`config.mk`:
```
export PLATFORM = sky130hd
export DESIGN_NAME = jt900h_busarb_flat
export DESIGN_NICKNAME = d
export VERILOG_FILES = /design/src/rtl/jt900h_busarb_pkg.sv /design/src/rtl/jt900h_busarb_if.sv /design/src/rtl/jt900h_busarb_cyc.sv /design/src/rtl/jt900h_busarb.sv /design/src/flat_wrapper.sv
export SDC_FILE = /design/constraint.sdc
export NUM_CORES = 1
export LEC_CHECK = 0
export ABC_AREA = 1
export ABC_CLOCK_PERIOD_IN_PS = 2000
export CORE_MARGIN = 2
export CORE_UTILIZATION = 34
export CTS_CLUSTER_DIAMETER = 50
export DETAILED_ROUTE_END_ITERATION = 16
export GPL_TIMING_DRIVEN = 0
export PLACE_DENSITY = 0.69
export SLEW_MARGIN = 20
export SYNTH_ARGS = -nofsm -noshare
export SYNTH_HDL_FRONTEND = slang
export SYNTH_SLANG_ARGS = --single-unit
export TNS_END_PERCENT = 10
```
`constraint.sdc`:
```
create_clock -name clk -period 2 [get_ports clk]
set_clock_uncertainty 0.15 [all_clocks]
set_input_delay 0.4 -clock clk [delete_from_list [all_inputs] [get_ports clk]]
set_output_delay 0.4 -clock clk [all_outputs]
set_load 0.01 [all_outputs]
```
`src/rtl/jt900h_busarb_pkg.sv`:
```
// Shared types for the TLCS-900H bus arbiter: FSM states, owner codes, access record.
package jt900h_busarb_pkg;

    typedef enum logic [2:0] {
        ST_IDLE,
        ST_CPU,
        ST_DMA,
        ST_HAND,
        ST_REL
    } state_t;

    typedef enum logic {
        OWN_CPU,
        OWN_DMA
    } owner_t;

    typedef struct packed {
        logic [23:0] addr;
        logic [15:0] din;
        logic [1:0]  we;
        logic        rd;
    } acc_t;

    // An access is requested when either a read or any write byte lane is set.
    function automatic logic acc_valid(acc_t a);
        return a.rd | (|a.we);
    endfunction

endpackage

```
`src/rtl/jt900h_busarb_if.sv`:
```
// Physical external bus between the arbiter (master) and the memory map (slave).
interface jt900h_busarb_if;
    logic [23:0] mem_addr;
    logic [15:0] mem_din;
    logic [1:0]  mem_we;
    logic        mem_rd;
    logic        mem_oe;
    logic [15:0] mem_dout;
    logic        ext_wait_n;

    modport master (
        output mem_addr, mem_din, mem_we, mem_rd, mem_oe,
        input  mem_dout, ext_wait_n
    );

    modport slave (
        input  mem_addr, mem_din, mem_we, mem_rd, mem_oe,
        output mem_dout, ext_wait_n
    );
endinterface

```
`src/rtl/jt900h_busarb_cyc.sv`:
```
// Access sequencer: latches the owner's access, counts wait states, honours
// ext_wait_n and produces the one-cycle ack plus captured read data.
module jt900h_busarb_cyc
    import jt900h_busarb_pkg::*;
#(
    parameter int unsigned WAITW = 2
) (
    input  logic             clk,
    input  logic             rst_n,
    input  logic             cen,
    input  logic             go,
    input  owner_t           own,
    input  acc_t             acc,
    input  logic [WAITW-1:0] waits,
    input  logic             ext_wait_n,
    input  logic [15:0]      mem_dout,
    output acc_t             lat,
    output logic             active,
    output logic             done,
    output logic             cpu_ack,
    output logic             dma_ack,
    output logic [15:0]      rdata
);

    logic [WAITW-1:0] wcnt;
    owner_t           lat_own;

    // ext_wait_n only matters once the programmed waits have run out.
    assign done = cen & active & (wcnt == '0) & ext_wait_n;

    // Start, wait-count, completion and back-to-back relatch of accesses.
    always_ff @(posedge clk or negedge rst_n) begin
        if (!rst_n) begin
            lat     <= '0;
            wcnt    <= '0;
            active  <= 1'b0;
            lat_own <= OWN_CPU;
            cpu_ack <= 1'b0;
            dma_ack <= 1'b0;
            rdata   <= '0;
        end else if (cen) begin
            cpu_ack <= done && (lat_own == OWN_CPU);
            dma_ack <= done && (lat_own == OWN_DMA);
            if (done && lat.rd) rdata <= mem_dout;
            if (go && (!active || done)) begin
                lat.addr <= acc.addr;
                lat.din  <= acc.din;
                lat.we   <= acc.we;
                lat.rd   <= acc.rd & ~|acc.we;  // write wins over read
                wcnt     <= waits;
                active   <= 1'b1;
                lat_own  <= own;
            end else if (done) begin
                lat.we <= '0;
                lat.rd <= 1'b0;
                active <= 1'b0;
            end else if (active && (wcnt != '0)) begin
                wcnt <= wcnt - 1'b1;
            end
        end
    end

endmodule

```
`src/rtl/jt900h_busarb.sv`:
```
// TLCS-900H external bus arbiter: ownership FSM (external > DMA > CPU) and
// request mux in front of the access sequencer.
module jt900h_busarb
    import jt900h_busarb_pkg::*;
#(
    parameter int unsigned WAITW = 2
) (
    input  logic             clk,
    input  logic             rst_n,
    input  logic             cen,
    input  logic             cpu_req,
    input  logic             cpu_lock,
    input  logic [23:0]      cpu_addr,
    input  logic [15:0]      cpu_din,
    input  logic [1:0]       cpu_we,
    input  logic             cpu_rd,
    output logic             cpu_gnt,
    output logic             cpu_ack,
    input  logic             dma_req,
    input  logic             dma_lock,
    input  logic [23:0]      dma_addr,
    input  logic [15:0]      dma_din,
    input  logic [1:0]       dma_we,
    input  logic             dma_rd,
    output logic             dma_gnt,
    output logic             dma_ack,
    input  logic             busrq_n,
    output logic             busak_n,
    input  logic [WAITW-1:0] waits,
    output logic [15:0]      rdata,
    jt900h_busarb_if.master  mem
);

    state_t state;
    logic   to_rel, dma_block, mem_oe;
    logic   ext_req, dma_ok, acc_req, leave, go, active, done;
    owner_t own;
    acc_t   cpu_acc, dma_acc, sel, lat;

    assign cpu_acc = {cpu_addr, cpu_din, cpu_we, cpu_rd};
    assign dma_acc = {dma_addr, dma_din, dma_we, dma_rd};
    assign ext_req = ~busrq_n;
    // DMA stays blocked only while the CPU still waits for its turn.
    assign dma_ok  = dma_req & ~(dma_block & cpu_req);

    // Request mux and hand-off decision for the current owner.
    always_comb begin
        own     = (state == ST_DMA) ? OWN_DMA : OWN_CPU;
        sel     = (state == ST_DMA) ? dma_acc : cpu_acc;
        acc_req = ((state == ST_CPU) || (state == ST_DMA)) && acc_valid(sel);
        leave   = 1'b0;
        unique case (state)
            ST_CPU:  leave = !active && !cpu_lock && (ext_req || dma_ok || !cpu_req);
            ST_DMA:  leave = !active && !dma_lock && (ext_req || !dma_req);
            default: leave = 1'b0;
        endcase
        go = acc_req && !leave;
    end

    // Ownership FSM with registered grants, busak_n and mem_oe.
    always_ff @(posedge clk or negedge rst_n) begin
        if (!rst_n) begin
            state     <= ST_IDLE;
            cpu_gnt   <= 1'b0;
            dma_gnt   <= 1'b0;
            busak_n   <= 1'b1;
            mem_oe    <= 1'b1;
            to_rel    <= 1'b0;
            dma_block <= 1'b0;
        end else if (cen) begin
            if (done && (state == ST_CPU)) dma_block <= 1'b0;
            unique case (state)
                ST_IDLE, ST_HAND: begin
                    if (ext_req || (state == ST_HAND && to_rel)) begin
                        state   <= ST_REL;
                        busak_n <= 1'b0;
                        mem_oe  <= 1'b0;
                        to_rel  <= 1'b0;
                    end else if (dma_ok) begin
                        state   <= ST_DMA;
                        dma_gnt <= 1'b1;
                    end else if (cpu_req) begin
                        state   <= ST_CPU;
                        cpu_gnt <= 1'b1;
                    end else begin
                        state <= ST_IDLE;
                    end
                end
                ST_CPU: begin
                    if (leave) begin
                        state   <= ST_HAND;
                        cpu_gnt <= 1'b0;
                        to_rel  <= ext_req;
                    end
                end
                ST_DMA: begin
                    if (leave) begin
                        state     <= ST_HAND;
                        dma_gnt   <= 1'b0;
                        to_rel    <= ext_req;
                        dma_block <= cpu_req;
                    end
                end
                ST_REL: begin
                    if (busrq_n) begin
                        state   <= ST_HAND;
                        busak_n <= 1'b1;
                        mem_oe  <= 1'b1;
                    end
                end
                default: state <= ST_IDLE;
            endcase
        end
    end

    jt900h_busarb_cyc #(
        .WAITW (WAITW)
    ) u_cyc (
        .clk        (clk),
        .rst_n      (rst_n),
        .cen        (cen),
        .go         (go),
        .own        (own),
        .acc        (sel),
        .waits      (waits),
        .ext_wait_n (mem.ext_wait_n),
        .mem_dout   (mem.mem_dout),
        .lat        (lat),
        .active     (active),
        .done       (done),
        .cpu_ack    (cpu_ack),
        .dma_ack    (dma_ack),
        .rdata      (rdata)
    );

    assign mem.mem_addr = lat.addr;
    assign mem.mem_din  = lat.din;
    assign mem.mem_we   = lat.we;
    assign mem.mem_rd   = lat.rd;
    assign mem.mem_oe   = mem_oe;

endmodule

```
`src/flat_wrapper.sv`:
```
// flat-port wrapper written by rule: the top's interface ports become plain ports
module jt900h_busarb_flat import jt900h_busarb_pkg::*;
#(
    parameter int unsigned WAITW = 2
)
  (clk, rst_n, cen, cpu_req, cpu_lock, cpu_addr, cpu_din, cpu_we, cpu_rd, cpu_gnt, cpu_ack, dma_req, dma_lock, dma_addr, dma_din, dma_we, dma_rd, dma_gnt, dma_ack, busrq_n, busak_n, waits, rdata, mem_mem_addr, mem_mem_din, mem_mem_we, mem_mem_rd, mem_mem_oe, mem_mem_dout, mem_ext_wait_n);
  jt900h_busarb_if mem_i ();
  input  logic clk;
  input  logic rst_n;
  input  logic cen;
  input  logic cpu_req;
  input  logic cpu_lock;
  input  logic [23:0] cpu_addr;
  input  logic [15:0] cpu_din;
  input  logic [1:0] cpu_we;
  input  logic cpu_rd;
  output logic cpu_gnt;
  output logic cpu_ack;
  input  logic dma_req;
  input  logic dma_lock;
  input  logic [23:0] dma_addr;
  input  logic [15:0] dma_din;
  input  logic [1:0] dma_we;
  input  logic dma_rd;
  output logic dma_gnt;
  output logic dma_ack;
  input  logic busrq_n;
  output logic busak_n;
  input  logic [WAITW-1:0] waits;
  output logic [15:0] rdata;
  output wire logic [$bits(mem_i.mem_addr)-1:0] mem_mem_addr;
  output wire logic [$bits(mem_i.mem_din)-1:0] mem_mem_din;
  output wire logic [$bits(mem_i.mem_we)-1:0] mem_mem_we;
  output wire logic [$bits(mem_i.mem_rd)-1:0] mem_mem_rd;
  output wire logic [$bits(mem_i.mem_oe)-1:0] mem_mem_oe;
  input wire logic [$bits(mem_i.mem_dout)-1:0] mem_mem_dout;
  input wire logic [$bits(mem_i.ext_wait_n)-1:0] mem_ext_wait_n;
  assign mem_mem_addr = mem_i.mem_addr;
  assign mem_mem_din = mem_i.mem_din;
  assign mem_mem_we = mem_i.mem_we;
  assign mem_mem_rd = mem_i.mem_rd;
  assign mem_mem_oe = mem_i.mem_oe;
  assign mem_i.mem_dout = mem_mem_dout;
  assign mem_i.ext_wait_n = mem_ext_wait_n;
  jt900h_busarb #(.WAITW(WAITW)) u_core (.clk(clk), .rst_n(rst_n), .cen(cen), .cpu_req(cpu_req), .cpu_lock(cpu_lock), .cpu_addr(cpu_addr), .cpu_din(cpu_din), .cpu_we(cpu_we), .cpu_rd(cpu_rd), .cpu_gnt(cpu_gnt), .cpu_ack(cpu_ack), .dma_req(dma_req), .dma_lock(dma_lock), .dma_addr(dma_addr), .dma_din(dma_din), .dma_we(dma_we), .dma_rd(dma_rd), .dma_gnt(dma_gnt), .dma_ack(dma_ack), .busrq_n(busrq_n), .busak_n(busak_n), .waits(waits), .rdata(rdata), .mem(mem_i));
endmodule
```
==> results of run 1 <==
[cells in the final DEF, fill, tap and decap left out, types with 4 or more instances in the layout]
cell and n:
inv_1 18, inv_6 4, dfrtp_1 69, nand2_1 285, mux2_2 16, clkdlybuf4s50_1 172
clkbuf_1 8, clkbuf_8 9, nor2_1 10, buf_4 18, o21ai_0 13, buf_6 5
nand2_2 6, nand3_1 11
[area by class of cell]
cell class	count	area share, %
timing repair buffer	192	31.8
sequential	73	30.7
multi-input combinational	364	27.8
tap	136	2.86
buffer	20	2.25
clock buffer	9	2.08
inverter	23	1.53
clock inverter	7	0.966
[registers in the layout, summed over array words and instances, names as in the netlist]
name / flops
u_core.u_cyc.lat: 43
u_core.u_cyc.rdata: 16
u_core.state: 3
u_core.u_cyc.wcnt: 2
u_core.busak_n: 1
u_core.cpu_gnt: 1
u_core.dma_block: 1
u_core.dma_gnt: 1
u_core.to_rel: 1
u_core.u_cyc.active: 1
u_core.u_cyc.cpu_ack: 1
u_core.u_cyc.dma_ack: 1
u_core.u_cyc.lat_own: 1
[power groups by stage]
stage	combinational, mW	clock (mW)	sequential (mW)
2_1_floorplan	1.74	0	2.70
3_3_place_gp	3.73	0	2.47
3_5_place_dp	3.81	0	2.50
4_1_cts	3.96	1.13	2.47
5_1_grt	4.46	1.21	2.56
6_report	4.06	1.10	2.48
[kinds of logic after synthesis]
logic type,count (synthesis),synth area share (%)
muxes,16,4.96
DFF,73,50.3
and+or+nand+nor,326,35.6
buffers and inverters,43,5.61
AOI/OAI and AO/OA,21,3.23
adders and majority gates,1,0.344
[worst min path at each step]
stage,endpoint,slack (ns),cells past startpoint
6_report,u_core.cpu_gnt,0.32,2
5_1_grt,u_core.u_cyc.lat[33],0.36,2
4_1_cts,u_core.cpu_gnt,0.33,2
3_5_place_dp,u_core.state[2],0.21,1
3_3_place_gp,u_core.cpu_gnt,0.31,2
2_1_floorplan,u_core.cpu_gnt,-0.05,0
[through the flow]
step	instance area, um^2	setup WS (ns)	std cells
3_5_place_dp	5600	-0.701	794
2_1_floorplan	3640	0.189	480
3_3_place_gp	5580	-2.14	793
5_1_grt	5960	-0.0348	824
6_report	5960	0.0632	824
4_1_cts	5870	0.00547	818
[metal layers]
layer / GRT usage (%) / vias to the layer above / routed length (um)
li1: - / 1892 / -
met2: 31.7 / 128 / 5470
met5: 0 / - / 0
met4: 5.40 / 0 / 88
met1: 22.6 / 1768 / 4620
met3: 5.45 / 10 / 760
[what timing repair did]
action / 4_1_cts / 5_1_grt
gates resized for setup: 12 / 14
setup endpoints to repair: 61 / 58
pin swaps: 4 / 4
hold endpoints to repair: 29 / 0
setup buffers: 6 / 6
hold buffers: 1 / 0
gates cloned: 1 / 0
==> summary.md, run 1 <==
| Metric | Value |
|---|---|
| Crit path kind | flop to primary output |
| P_leak | 3.01 nW |
| Hold_ws | 0.323 ns |
| Largest area contributor in the netlist | dfrtp_1 |
| DRT Pass-1 Iters | 4 |
| CTS tree | done |
| Grt ovf | 0 |
| Fin Setup TNS | 0 ns |
| R2R depth | 11 |
| Ports | 178 |
| Minimum clock period | 1.94 ns |
| CP bufs+invs | 1 |
| Clock share of power | 14.4% |
| Capture point of the worst path | mem_mem_rd |
| Post-synth ARST share | 100% |
| Sw Ratio | 40.2% |
| Hold Violations, Final | 0 |
| Mean post-synth cell area | 7.57 um^2 |
| Final Util | 57.5% |
| Predominant post-synthesis flop cell | dfrtp_1 |
| Largest net degree at the start of global routing | 45 |
| CP Data Required Time | 1.45 ns |
| Row cnt | 37 |
| Htree depth | 3 |
| Status | finished clean |
| Yosys warning count | 0 |
| Total GRT Usage | 18.5% |
| Post-route ant nets | 0 |
| Critical Path End Type | primary output |
| CP max stage delay | 0.59 ns |
| Crit-path max FO | 3 |
| DRT Wirelength | 10900 um |
| Routed len/inst | 13.3 um |
| Antenna violations before repair | 0 |
| Stages on worst setup path | 1 |
| Fin nets | 797 |
| Chip width | 107 um |
| Maxcap violations | 0 |
| Layout cell share with drive strength beyond 1 | 12.2% |
| Register Area | 1830 um^2 |
| Clock sinks | 73 |
| Crit-path cells | clkdlybuf4s50_1 |
| Reg clk slew, reported paths | 0.08 ns |
| Vias in the first global route | 3594 |
| Vias | 3798 |
| Core Area | 10400 um^2 |
| Kind of cell adding the most delay to the critical path | buffers and inverters |
| Global-route wire length before repair | 17000 um |
| Layout filler cell count | 971 |
| Die area | 11500 um^2 |
| Slowest CP cell | clkdlybuf4s50_1 |
| Synth top area share | 49.6% |
| Hold Startpoint | u_core.cpu_gnt |
| Flop-to-flop setup slack | 0.10 ns |
| # setup viols final | 0 |
| Number of synthesized register bits | 73 |
| Root buf cell | clkbuf_8 |
| Synth top area cells | dfrtp_1 50%, nand2_1 30%, mux2_2 5.0% |
| Critical path origin | u_core.u_cyc.lat[0] |
| Tcrit/Tclk final | 96.8% |
| Reg-to-Reg End | u_core.u_cyc.lat[23] |
| RD Place Congestion | 0.862 |
| Synth-to-Final Area Change | 63.9% |
| Syn nets | 594 |
| Post-DP HPWL | 8110 um |
| Mapped Area | 3640 um^2 |
| Die H | 107 um |
| Sequential power share | 32.5% |
| Residual DRC | 0 |
| Syn Inst Count | 480 |
| Post-synth EDFFs | 0 |
| Starting density of the core | 35.1% |
| Antenna cells | 0 |
| Crit path launch type | flop |
| Most frequent cell after synthesis | nand2_1 |
| Worst vdd ir | 0.485 mV |
| Iter 0 DRT Violations | 134 |
| Worst hold path type | flop to flop |
| Critical path data arrival time | 1.39 ns |
| Netlist cell types | 27 |
| Clk_lat worst skew | 0.35 ns |
| Clk buf depth | 2 |
| Register area share after synthesis | 50.3% |
| CTS buffer count | 9 |
| Worst r2r src | u_core.state[0] |
| Synth top cells by count | 290 x nand2_1, 72 x dfrtp_1, 18 x inv_1, 16 x mux2_2 |
| Fmax | 516 MHz |
| Total power | 7.65 mW |
| Gate power share | 53.1% |
| Sw power | 3.07 mW |
| Pwr Density | 1280 nW/um^2 |
| Internal power | 4.57 mW |
| Slew Viols, Final | 0 |
| Area of the multi-input gates | 1660 um^2 |
| Relative slew margins | 69.5% |
| Via density per instance | 4.61 |
| Port bufs | 177 |
| Slew @ Worst Pin | 0.458 ns |
Power figures use the tool's default switching activity.
==> inputs of run 2 (changes only) <==
SLEW_MARGIN = 0   (was 20)
==> results of run 2 <==
No change in the layout: final DEF, timing and power equal those of run 1.
==> RTL change (config.mk and constraints of run 2) <==
Re-encode `state_t` (5 states) as Gray code, 3 bits wide.
--- a/src/rtl/jt900h_busarb_pkg.sv
+++ b/src/rtl/jt900h_busarb_pkg.sv
@@ -4,7 +4,7 @@
     typedef enum logic [2:0] {
-        ST_IDLE,
-        ST_CPU,
-        ST_DMA,
-        ST_HAND,
-        ST_REL
+        ST_IDLE = 3'b000,
+        ST_CPU  = 3'b001,
+        ST_DMA  = 3'b011,
+        ST_HAND = 3'b010,
+        ST_REL  = 3'b110
     } state_t;
Behaviour: no difference found for any inputs over 4 cycles, from zero or initial values and one cycle with rst_n low; so few cycles prove little.
==> RTL change against run 2 <==
  * Die area down 4.6%
  * Hold slack gained 11 ps
  * Routed wire length shrank 11%
  * Largest power group unchanged
  * Worst setup slack worse by 29 ps
  * Critical path depth unchanged
  * Synthesized area is 4.8% lower
  * Sequential share of layout area is essentially flat
  * Core utilization rose by 3.1 points
  * Final area decreased by 0.21%
  * Power is 6.6% lower
  * Sequential cell count is the same
  * Combinational power fell by 17%
  * Non-clock buffer count fell by 1
  * Cell count is 16% lower
==> RTL change: results (changes against run 2) <==
| Metric | Value |
|---|---|
| Status | finished clean |
| Worst-margin pin slew | 376.2 ps (-81.80 ps) |
| Peak supply drop | 0.4128 mV (-15%) |
| Synth top cells by count | nand2_1, dfrtp_1, o21ai_0 |
| Hold wc startpoint | u_core.u_cyc.lat[38] |
| Initial DRT Pass Iterations | 4 (unchanged) |
| Drt via density | 4.676 (+1.4%) |
| Hold depth | 2 (unchanged) |
| Worst Reg2Reg Path Length in Cells | 12 (+1) |
| Crit path DAT | 1420 ps (+30 ps) |
| Internal reg-to-reg setup slack | 60 ps (-40 ps) |
| CP max stage delay | 550 ps (-40 ps) |
| Dpl cell area | 5424 sq um (-3.1%) |
| CTS max path bufs | 2 (unchanged) |
| Post-synth EDFFs | 0 (unchanged) |
| CTS Buf Count | 9 (unchanged) |
| Combinational fraction of design power | 47.5% (-5.6 points) |
| Clock slew at reported path FFs | 80 ps (about the same) |
| Clock Latency Late Sink | 340 ps |
| Clock Power | 0.00127 W (+15%) |
| Sw Pwr | 0.002441 W (-21%) |
| Worst Hold Path EP | u_core.u_cyc.lat[38] |
| WHS | 333.3 ps (+10.76 ps) |
| Family with the most delay on the worst path | flip-flops |
| Top cells by area, synth | dfrtp_1, mux2i_1, nand2_1 |
| XOR/XNOR Fraction of Synth Area | 0% (unchanged) |
| Async S/R FF share, synth | 100.0% (unchanged) |
| Critical R2R Launch | u_core.state[2] |
| H-tree depth | 3 (unchanged) |
| Post-Synth Adder-Cell Area | 0.3615% (+0.017 points) |
| Distinct cells, synth | 30 (+11%) |
| Synth Area in Compound Gates | 9.328% (+6.1 points) |
| Ant diodes | 0 (unchanged) |
| Top flop regs | u_core.u_cyc.lat (43), u_core.u_cyc.rdata (16), u_core.state (3) |
| Leakage power | 2.897 nW (-3.8%) |
| Dpl hpwl | 7.367 mm (-9.2%) |
| Vias in the first global route | 3261 (-9.3%) |
| Placer Congestion | 0.8113 (-5.9%) |
| Syn Nets | 461 (-22%) |
| Initial antenna violation count | 0 (unchanged) |
| Worst setup path startpoint | u_core.busak_n |
| Slowest-stage cell, CP | dfstp_2 |
| Largest net degree at the start of global routing | 73 (+62%) |
| Sequential fraction of the synthesis area | 52.82% (+2.5 points) |
| Ratio of cells with drive above 1 in the final layout | 19.53% (+7.3 points) |
| GRT Util Overall | 17.72% (-0.80 points) |
| Synth warn | 0 (unchanged) |
| Mux cell area share after synthesis | 16.78% (+12 points) |
| First-pass GRT wire length | 15.73 mm (-7.2%) |
| Final #Nets | 667 (-16%) |
| Capture point of the worst reg-to-reg path | u_core.u_cyc.lat[29] |
| Synth Flop Type | dfrtp_1 |
| Fillers | 881 (-9.3%) |
| Hold Path Class | reg -> reg |
| End of the critical path | busak_n |
| CP Max Fanout | 3 (unchanged) |
| Final WL | 9.763 mm (-11%) |
| Initial DRC count | 72 (-46%) |
-- RTL change: cell count changes in the layout (fill, tap and decap cells not counted), sizes merged, moves of 3 or more --
cell | run 2 | this run
clkbuf | 17 | 12
inv | 27 | 21
o21ai | 14 | 46
nor2 | 12 | 15
mux2i | 0 | 40
nand2 | 292 | 82
nand3 | 15 | 20
buf | 27 | 31
clkinv | 0 | 4
-- RTL change: layout make-up --
| type | count | area, sq um | area share, % |
|---|---|---|---|
| Timing Repair Buffer | 195 | 1948 | 32.77 |
| Clock inverter | 7 | 95.09 | 1.599 |
| Sequential cell | 73 | 1831 | 30.79 |
| Buffer | 16 | 126.4 | 2.125 |
| Inverter | 21 | 78.83 | 1.326 |
| Clock buffer | 9 | 123.9 | 2.083 |
| Tap cell | 133 | 166.4 | 2.799 |
| Multi-Input combinational cell | 237 | 1577 | 26.52 |
-- RTL change: stage by stage --
| stage | cells | TNS, ps | total power [W] | setup slack (ps) |
|---|---|---|---|---|
| after floorplan | 347 | 0 | 0.003914 | 192.9 |
| after global placement | 657 | -182650 | 0.005545 | -2103 |
| after detailed placement | 658 | -31260 | 0.005632 | -598.4 |
| after CTS | 682 | 0 | 0.007001 | 2.356 |
| after global routing | 691 | -746.3 | 0.007619 | -41.88 |
| final | 691 | 0 | 0.007141 | 34.29 |
-- RTL change: routing by layer --
layer  share of wire [%]  track usage, %  routed length, microns  vias up
met5                   0               0                       0        -
li1                    -               -                       -     1580
met3                 6.6           4.803                     644        6
met1                  42           21.43                    4087     1535
met4                0.73           4.571                      71        0
met2                  51           31.12                    4960      110
-- RTL change: repair_timing --
action                                  CTS  global route
hold buffers                              1             0
cloned                                    0             1
pin swaps                                 3            13
endpoints found under the hold margin    73             0
buffers inserted                          7             8
endpoints found under the setup margin   58            57
gates resized for setup                  11            54
